===== src/rtl/mul_pkg.sv =====
// mul_pkg: shared types and opcode decode helpers for the iterative multiplier.
//   mul_op_e    : RV M-extension multiply flavour (MUL / MULH / MULHSU / MULHU)
//   mul_state_e : sequencer state, also exported on the debug port of mul_iter_unit
//   op_rs1_signed / op_rs2_signed : operand signedness for a given opcode
//   op_high     : 1 when the upper half of the double-width product is returned
package mul_pkg;

  typedef enum logic [1:0] {
    MUL_OP_MUL    = 2'b00,
    MUL_OP_MULH   = 2'b01,
    MUL_OP_MULHSU = 2'b10,
    MUL_OP_MULHU  = 2'b11
  } mul_op_e;

  typedef enum logic [1:0] {
    ST_IDLE = 2'b00,
    ST_RUN  = 2'b01,
    ST_DONE = 2'b10
  } mul_state_e;

  function automatic logic op_rs1_signed(input mul_op_e op);
    return op != MUL_OP_MULHU;
  endfunction

  function automatic logic op_rs2_signed(input mul_op_e op);
    return (op == MUL_OP_MUL) || (op == MUL_OP_MULH);
  endfunction

  function automatic logic op_high(input mul_op_e op);
    return op != MUL_OP_MUL;
  endfunction

endpackage


===== src/rtl/mul_chunk.sv =====
// mul_chunk: combinational product of an XLEN-bit multiplicand and a CHUNK-bit
// multiplier slice. One shifted partial product per slice bit, summed in a
// balanced binary adder tree.
// Ports:
//   mcand  in   XLEN         unsigned multiplicand
//   slice  in   CHUNK        unsigned multiplier slice
//   prod   out  XLEN+CHUNK   mcand * slice (exact, never overflows)
module mul_chunk #(
  parameter int XLEN  = 32,
  parameter int CHUNK = 11
) (
  input  logic [XLEN-1:0]       mcand,
  input  logic [CHUNK-1:0]      slice,
  output logic [XLEN+CHUNK-1:0] prod
);

  localparam int PROD_W = XLEN + CHUNK;
  localparam int LVL    = (CHUNK > 1) ? $clog2(CHUNK) : 0;
  localparam int NP     = 1 << LVL;

  // Heap-ordered tree: leaves live at NP..2*NP-1, node j sums children 2j and
  // 2j+1, root at index 1. Leaves past CHUNK stay zero. Index 0 is unused.
  logic [PROD_W-1:0] node [2*NP];

  always_comb begin
    for (int i = 0; i < 2*NP; i++) begin
      node[i] = '0;
    end
    for (int i = 0; i < CHUNK; i++) begin
      node[NP+i] = slice[i] ? (PROD_W'(mcand) << i) : '0;
    end
    for (int j = NP-1; j >= 1; j--) begin
      node[j] = node[2*j] + node[2*j+1];
    end
  end

  assign prod = node[1];

endmodule


===== src/rtl/mul_iter_unit.sv =====
// mul_iter_unit: multi-cycle RV32/RV64 M-extension multiplier.
// Sign-magnitude datapath: operands are converted to magnitudes at accept, the
// magnitude product is accumulated CHUNK multiplier bits per cycle, and the sign
// is applied once at the end. The operand with fewer significant bits is used
// as multiplier so short operands finish early.
// Ports:
//   CLK        in   1     clock, rising edge
//   RST        in   1     synchronous active-high reset
//   START      in   1     request valid
//   READY      out  1     idle, request accepted when START && READY && !FLUSH
//   FLUSH      in   1     abandon the in-flight operation
//   RS1, RS2   in   XLEN  operands, sampled only at accept
//   MUL_OP     in   2     mul_op_e encoding
//   DONE       out  1     one-cycle pulse, RESULT valid in the same cycle
//   RESULT     out  XLEN  selected product half, held until the next DONE
//   DBG_STATE  out  2     sequencer state for observation
//
// Handshake: a request transfers on a rising edge where START && READY are both
// high and FLUSH is low. The requester must hold RS1/RS2/MUL_OP stable while
// START is high and READY is low; START is ignored outside IDLE.
module mul_iter_unit
  import mul_pkg::*;
#(
  parameter int XLEN  = 32,
  parameter int CHUNK = 11
) (
  input  logic             CLK,
  input  logic             RST,
  input  logic             START,
  output logic             READY,
  input  logic             FLUSH,
  input  logic [XLEN-1:0]  RS1,
  input  logic [XLEN-1:0]  RS2,
  input  logic [1:0]       MUL_OP,
  output logic             DONE,
  output logic [XLEN-1:0]  RESULT,
  output mul_state_e       DBG_STATE
);

  localparam int ACC_W  = 2 * XLEN;
  localparam int PROD_W = XLEN + CHUNK;
  localparam int STEPS  = (XLEN + CHUNK - 1) / CHUNK;
  localparam int K_W    = $clog2(STEPS + 1);

  // Number of significant bits (index of the top set bit plus one, 0 for 0).
  function automatic int sig_bits(input logic [XLEN-1:0] v);
    int n;
    n = 0;
    for (int i = 0; i < XLEN; i++) begin
      if (v[i]) n = i + 1;
    end
    return n;
  endfunction

  mul_state_e        state_q, state_d;
  logic [XLEN-1:0]   mcand_q, mplier_q;
  logic [ACC_W-1:0]  acc_q;
  logic [K_W-1:0]    k_q;
  logic              neg_q;
  mul_op_e           op_q;
  logic [XLEN-1:0]   result_q;

  // Accept-side operand conditioning.
  mul_op_e           op_in;
  logic              sign1, sign2;
  logic [XLEN-1:0]   mag1, mag2;
  logic              rs1_is_mplier;
  logic              accept;

  assign op_in  = mul_op_e'(MUL_OP);
  assign sign1  = op_rs1_signed(op_in) && RS1[XLEN-1];
  assign sign2  = op_rs2_signed(op_in) && RS2[XLEN-1];
  // The most-negative value maps onto itself, which read unsigned is the
  // correct magnitude.
  assign mag1   = sign1 ? (~RS1 + XLEN'(1)) : RS1;
  assign mag2   = sign2 ? (~RS2 + XLEN'(1)) : RS2;
  // Ties keep RS2 as multiplier.
  assign rs1_is_mplier = sig_bits(mag1) < sig_bits(mag2);
  assign accept = (state_q == ST_IDLE) && START && !FLUSH;

  // Iteration datapath.
  logic [PROD_W-1:0] chunk_prod;
  logic [ACC_W-1:0]  acc_next;
  logic [XLEN-1:0]   mplier_next;

  mul_chunk #(
    .XLEN  (XLEN),
    .CHUNK (CHUNK)
  ) u_chunk (
    .mcand (mcand_q),
    .slice (mplier_q[CHUNK-1:0]),
    .prod  (chunk_prod)
  );

  // Carries past 2*XLEN are discarded by the accumulator width.
  assign acc_next    = acc_q + (ACC_W'(chunk_prod) << (int'(k_q) * CHUNK));
  assign mplier_next = mplier_q >> CHUNK;

  // Sign application and half select.
  logic [ACC_W-1:0]  acc_signed;
  logic [XLEN-1:0]   final_res;

  assign acc_signed = neg_q ? (~acc_q + ACC_W'(1)) : acc_q;
  assign final_res  = op_high(op_q) ? acc_signed[ACC_W-1:XLEN]
                                    : acc_signed[XLEN-1:0];

  // Sequencer.
  always_comb begin
    state_d = state_q;
    READY   = 1'b0;
    DONE    = 1'b0;
    unique case (state_q)
      ST_IDLE: begin
        READY = 1'b1;
        if (accept) state_d = ST_RUN;
      end
      ST_RUN: begin
        // Exit is judged on the multiplier after this cycle's shift, so a zero
        // multiplier still spends exactly one cycle here.
        if (FLUSH)                  state_d = ST_IDLE;
        else if (mplier_next == '0) state_d = ST_DONE;
      end
      ST_DONE: begin
        // A flush arriving in this cycle suppresses the completion entirely.
        DONE    = !FLUSH;
        state_d = ST_IDLE;
      end
      default: state_d = ST_IDLE;
    endcase
  end

  assign RESULT    = DONE ? final_res : result_q;
  assign DBG_STATE = state_q;

  always_ff @(posedge CLK) begin
    if (RST) begin
      state_q  <= ST_IDLE;
      mcand_q  <= '0;
      mplier_q <= '0;
      acc_q    <= '0;
      k_q      <= '0;
      neg_q    <= 1'b0;
      op_q     <= MUL_OP_MUL;
      result_q <= '0;
    end else begin
      state_q <= state_d;
      if (accept) begin
        mcand_q  <= rs1_is_mplier ? mag2 : mag1;
        mplier_q <= rs1_is_mplier ? mag1 : mag2;
        acc_q    <= '0;
        k_q      <= '0;
        // A zero operand forces a positive result.
        neg_q    <= (sign1 ^ sign2) && (mag1 != '0) && (mag2 != '0);
        op_q     <= op_in;
      end else if ((state_q == ST_RUN) && !FLUSH) begin
        acc_q    <= acc_next;
        mplier_q <= mplier_next;
        k_q      <= k_q + K_W'(1);
      end
      if (DONE) result_q <= final_res;
    end
  end

endmodule


===== config.mk =====
export PLATFORM = sky130hd
export DESIGN_NAME = mul_iter_unit
export DESIGN_NICKNAME = d
export VERILOG_FILES = /design/src/rtl/mul_pkg.sv /design/src/rtl/mul_chunk.sv /design/src/rtl/mul_iter_unit.sv
export SDC_FILE = /design/constraint.sdc
export NUM_CORES = 2
export LEC_CHECK = 0
export CORE_MARGIN = 1
export CORE_UTILIZATION = 55
export DETAILED_ROUTE_END_ITERATION = 12
export GPL_TIMING_DRIVEN = 0
export PLACE_DENSITY = 0.74
export SYNTH_ARGS = -nofsm -noshare
export SYNTH_HDL_FRONTEND = slang
export SYNTH_HIERARCHICAL = 1
export SYNTH_SLANG_ARGS = --single-unit
export TNS_END_PERCENT = 1

===== constraint.sdc =====
create_clock -name CLK -period 24.6 [get_ports CLK]
set_clock_uncertainty 0.1 [all_clocks]
set_input_delay 2.46 -clock CLK [delete_from_list [all_inputs] [get_ports CLK]]
set_output_delay 2.46 -clock CLK [all_outputs]
set_load 0.1 [all_outputs]

# Word level (Yosys, flattened, before mapping)

Cells that the tools add are included.

Add/sub/neg operators: 15
Multiplexer cells: 90
$mul: 1
Reductions and logical operators: 18
$lt $le $gt $ge: 1
Bitwise logic cells: 4
Equal/unequal tests: 6
Shift operators: 1

Operators with widths:

| kind                    | count |
|---|---|
| $mux W32                | 71 |
| $add A43 B43 Y43        | 9 |
| $add A32 B1 Y32 const B | 2 |
| $add A64 B1 Y64 const B | 1 |
| $add A64 B64 Y64        | 1 |
| $mux W64                | 1 |
| $not A32 Y32            | 2 |
| $not A64 Y64            | 1 |
| $reduce_bool A32 Y1     | 2 |
| $shl A43 B6 Y64         | 1 |
| $add A43 B42 Y43        | 1 |
| $mux W42                | 1 |
| $mux W41                | 1 |
| $mux W40                | 1 |
| $mux W39                | 1 |
| $mux W38                | 1 |
| $mux W37                | 1 |
| $mux W36                | 1 |
| $mux W35                | 1 |
| $mux W34                | 1 |
| $mux W33                | 1 |
| $logic_not A32 Y1       | 1 |
| $lt A32 B32 Y1          | 1 |
| $logic_and A1 B1 Y1     | 7 |
| 16 further kinds        | 25 |

Logic and storage cells: 144
Output and inout bits: 36
Register bits: 167
Bits of input ports: 70

# Longest topological paths before layout

Depth after elaboration: 39
Depth in mapped cells: 49

# Hierarchy

Netlist, hierarchy kept.

Modules (own cells, without submodules):

| module        | cells an instance | times used | area each (µm²) | sequential area each (µm²) |
|---|---|---|---|---|
| mul_iter_unit | 2,396             | 1          | 17,150.2        | 3,343.2 |
| mul_chunk     | 2,161             | 1          | 15,867.7        | 0.0 |

# Least setup slack after synthesis

Ideal clock, no wire load.

Path type: register to register
Start point: register mplier_q[3]
End point: register acc_q[63]
Data required time: 24.361 ns
Setup slack: 14.417 ns
Stages on the path, launching flop included: 45
Setup time: 0.139 ns
Arrival time: 9.944 ns
Path through: dfxtp_1 -> clkbuf_1 -> and2_1 -> ha_1 -> fa_1 -> a21o_1 -> a211o_1 -> a311oi_2 -> o211ai_1 -> a21o_1 -> a21o_1 -> a21oi_1 -> xnor2_1 -> fa_1 -> fa_1 -> inv_1 -> fa_1 -> inv_1 -> [9 not listed] -> xnor2_1 -> mux4_2 -> mux2i_1 -> nor2_1 -> a21oi_1 -> mux2_2 -> o22ai_1 -> ha_1 -> nand3_1 -> or3_1 -> or2_2 -> or4b_2 -> o22ai_1 -> or4_1 -> and2_0 -> a2111oi_0 -> o211ai_1 -> o31ai_1

Word-level cells in the longest chain between the ends: 7

RTL lines:

| item                           | line                 | RTL |
|---|---|---|
| start: declaration             | mul_iter_unit.sv:56  | `logic [XLEN-1:0] mcand_q, mplier_q;` |
| start signal: assignment       | mul_iter_unit.sv:149 | `mplier_q <= rs1_is_mplier ? mag1 : mag2;` |
| start signal: assignment       | mul_iter_unit.sv:157 | `mplier_q <= mplier_next;` |
| $mux W35                       | mul_chunk.sv:30      | `node[NP+i] = slice[i] ? (PROD_W'(mcand) << i) : '0;` |
| $add A43 B43 Y43 (4 in series) | mul_chunk.sv:33      | `node[j] = node[2*j] + node[2*j+1];` |
| named net chunk_prod[40]       | mul_iter_unit.sv:82  | `logic [PROD_W-1:0] chunk_prod;` |
| $shl A43 B6 Y64                | mul_iter_unit.sv:96  | `assign acc_next = acc_q + (ACC_W'(chunk_prod) << (int'(k_q) * CHUNK));` |
| $add A64 B64 Y64               | mul_iter_unit.sv:96  |  |
| end signal: assignment         | mul_iter_unit.sv:156 | `acc_q <= acc_next;` |
| end: declaration               | mul_iter_unit.sv:57  | `logic [ACC_W-1:0] acc_q;` |

The timed path passes the listed nets, and every way through them passes these cells.
A chain may end at the register's enable or synchronous reset.

# Final worst setup path

Start point: register mplier_q[5]
End point: register acc_q[63]

Word-level cells in the longest chain between the ends: 7

RTL lines:

| item                           | line |
|---|---|
| $mux W37                       | mul_chunk.sv:30 |
| $add A43 B43 Y43 (4 in series) | mul_chunk.sv:33 |
| named net chunk_prod[40]       | mul_iter_unit.sv:82 |
| $shl A43 B6 Y64                | mul_iter_unit.sv:96 |
| $add A64 B64 Y64               | mul_iter_unit.sv:96 |

The timed path passes the listed nets, and every way through them passes these cells.

==> results.sh <==
export IMPL_status="finished clean"
export IMPL_cts_resized=0
export IMPL_fill_cells=5748
export IMPL_cp_end_kind="register"
export IMPL_cts_buffers=17
export IMPL_yosysWarnings=6
export IMPL_num_io_pins=106
export IMPL_clock_latency_ps=470
export IMPL_worst_ir_drop_vdd_uv=39.4
export IMPL_postSynthAreaPerCell_um2=7.25
export IMPL_wire_per_inst_um=21.9
export IMPL_nNetsFinal=5160
export IMPL_ys_types=99
export IMPL_grt_pass1_wl_um=183000
export IMPL_cts_root_buf="clkbuf_16"
export IMPL_grt_setup_unrepaired="no"
export IMPL_finalWirelength_um=120000
export IMPL_grt_max_degree=17
export IMPL_required_ps=24820
export IMPL_cts_sinks=167
export IMPL_drv_cap=0
export IMPL_ant_nets=0
export IMPL_cpPeakStageDelay_ps=910
export IMPL_layout_setup_ws_ps=10810
export IMPL_drt_iter0_drc=4130
export IMPL_p_leak_nw=16.2
export IMPL_die_h_um=247
export IMPL_ys_seq_area_share_pct=10.1
export IMPL_die_width_um=247
export IMPL_crit_slowest_cell="dfxtp_1"
export IMPL_antenna_found_initial=2
export IMPL_setup_violations=0
export IMPL_r2r_slack_ps=10810
export IMPL_grt_pass1_vias=31800
export IMPL_gr_total_overflow=0
export IMPL_intPower_uw=604
export IMPL_setup_tns_ps=0
export IMPL_hold_class="register to register"
export IMPL_critPathArrivalTime_ps=14010
export IMPL_timing_rr_start="mplier_q[5]"
export IMPL_hold_depth=2
export IMPL_synth_async_reset_ratio_pct=0
export IMPL_power_density_nw_per_um2=31.5
export IMPL_via_per_inst=6.43
export IMPL_crit_path_start_kind="register"
export IMPL_fp_dieArea_um2=61000
export IMPL_synth_seq_cells=167
export IMPL_slew_violations=0
export IMPL_syn_nets=5044
export IMPL_min_to="op_q[0]"
export IMPL_synth_area_leaders="ha_1, dfxtp_1, fa_1"
export IMPL_postCtsSetupRepairBufs=0
export IMPL_drive_above_1_share_pct=3.20
export IMPL_reg2reg_depth=43
export IMPL_start_util_pct=55.8
export IMPL_core_area_um2=59100
export IMPL_dr_pass1_iters=6
export IMPL_p_clk_share_pct=23.7
export IMPL_switching_share_pct=45.9
export IMPL_drc_errors=0
export IMPL_synth_top_flop_cell="dfxtp_1"
export IMPL_antenna_cells=0
export IMPL_post_route_period_util_pct=56.1
export IMPL_grt_usage_pct=38.5
export IMPL_synth_enable_flop_cells=0
export IMPL_area_growth_pct=7.53
export IMPL_relSlewSlack_pct=8.11
export IMPL_crit_path_max_fanout=10
export IMPL_routabilityCongestion=1.02
export IMPL_core_rowCount=89
export IMPL_place_ws_ps=11440
export IMPL_htreeDepth=4
export IMPL_path_clk_slew_ps=70
export IMPL_power_frac_seq_pct=27.1
export IMPL_port_buffers=97
export IMPL_synthCells=4557
export IMPL_cts_tree="yes"
export IMPL_yosysTopAreaCellShare_pct=11.0
export IMPL_yosysMostFrequentCell="nand2_1"
export IMPL_clock_path_buffers=2
export IMPL_max_freq_mhz=72.5
export IMPL_finalHoldViolCount=0
export IMPL_crit_type="register to register"
export IMPL_cts_hold_buffers_added=0
export IMPL_power_switching_uw=513
export IMPL_netlist_area_um2=33000
export IMPL_combPwrFrac_pct=49.2
export IMPL_hp_start="op_q[0]"
export IMPL_vias=35100
export IMPL_dp_hpwl_um=98400
export IMPL_tightest_slew_ps=1370
export IMPL_synth_commonest_cells="nand2_1, a21oi_1, and2_1"
export IMPL_synth_area_leader_cell="ha_1"
export IMPL_reg2reg_to="acc_q[63]"
export IMPL_fin_crit_ps=13790
-- cell families (layout without fill, tap and decap cells) --
family	count (synthesis)	after routing	synth area share, %
and+or+nand+nor	1666	1666	25.8
AOI/OAI and AO/OA	1357	1357	26.5
buffers and inverters	509	638	5.93
adders and majority gates	417	417	18.7
xor gates and xnor gates	354	354	9.44
DFF	167	167	10.1
muxes	87	87	3.44
-- cell usage in the layout (no fill, tap or decap), drive strengths merged, types with 32 or more instances in the layout --
cell type | Yosys | final
o21ai | 276 | 276
nand2b | 32 | 32
a211oi | 50 | 50
nand3 | 131 | 131
nand2 | 440 | 440
buf | 39 | 39
ha | 289 | 289
dfxtp | 167 | 167
a21oi | 390 | 390
nor2b | 73 | 73
nand4 | 45 | 45
inv | 245 | 247
mux2i | 47 | 47
o211ai | 32 | 32
or3 | 47 | 47
clkdlybuf4s50 | 0 | 97
clkbuf | 224 | 245
a31oi | 101 | 101
xnor2 | 211 | 211
nor2 | 286 | 286
o21bai | 39 | 39
and3 | 34 | 34
a21o | 138 | 138
nor3 | 81 | 81
xor2 | 143 | 143
fa | 128 | 128
and2 | 372 | 372
o31ai | 52 | 52
-- critical path: cells and delay by family (launching register included) --
family	cells	cell delay, ps
simple gates	12	3290
flops	1	910
mux	3	920
xor+xnor	1	160
compound gates	17	4790
fa+ha+maj	6	2520
buf+inv	4	930
-- power groups by stage --
stage	clock network, mW	registers [mW]	logic [mW]
global route	0.273	0.303	0.589
floorplan	0	0.296	0.358
detailed placement	0	0.308	0.529
CTS	0.262	0.302	0.532
finish	0.265	0.303	0.549
global placement	0	0.308	0.526
-- per-stage QoR --
| stage | instance area (um2) | power (mW) | util, % | hold slack [ps] | std cells |
|---|---|---|---|---|---|
| after floorplan | 33000 | 0.654 | - | 335 | 4557 |
| after global placement | 35000 | 0.833 | 59.1 | 351 | 5427 |
| after global routing | 35500 | 1.17 | 60.0 | 404 | 5459 |
| final | 35500 | 1.12 | 60.0 | 370 | 5459 |
| after detailed placement | 35000 | 0.836 | 59.1 | 363 | 5427 |
| after CTS | 35500 | 1.10 | 60.0 | 372 | 5459 |
-- layer usage --
| layer | up-vias | part of all wire, % | track usage, % |
|---|---|---|---|
| li1 | 16500 | - | - |
| met1 | 16500 | 44 | 55.3 |
| met2 | 1819 | 42 | 57.1 |
| met3 | 297 | 9.7 | 5.10 |
| met4 | 0 | 4.5 | 16.2 |
| met5 | - | 0 | 0 |
-- area by class of cell --
type	instances	area (um2)	share of cell area (%)
buffer	263	1040	2.92
clock buffer	21	450	1.27
clock inverter	11	98.8	0.278
inverter	246	923	2.60
multi-input combinational	3881	27700	78.1
sequential	167	3340	9.42
tap	773	967	2.72
timing repair buffer	97	971	2.73
-- worst max path at each step --
stage	from	to	slack (ps)	depth (start not counted)
5_1_grt	mplier_q[5]	acc_q[63]	10350	43
3_5_place_dp	mplier_q[5]	acc_q[63]	11440	43
3_3_place_gp	mplier_q[5]	acc_q[63]	11510	43
2_1_floorplan	mplier_q[3]	acc_q[63]	14420	44
6_report	mplier_q[5]	acc_q[63]	10810	43
4_1_cts	mplier_q[5]	acc_q[63]	11370	43
-- registers in the layout (all words and copies together) (netlist names) --
name / cells
acc_q: 64
mcand_q: 32
mplier_q: 32
result_q: 32
DBG_STATE: 2
k_q: 2
op_q: 2
neg_q: 1
No activity file was read; power rests on OpenSTA's default activity.
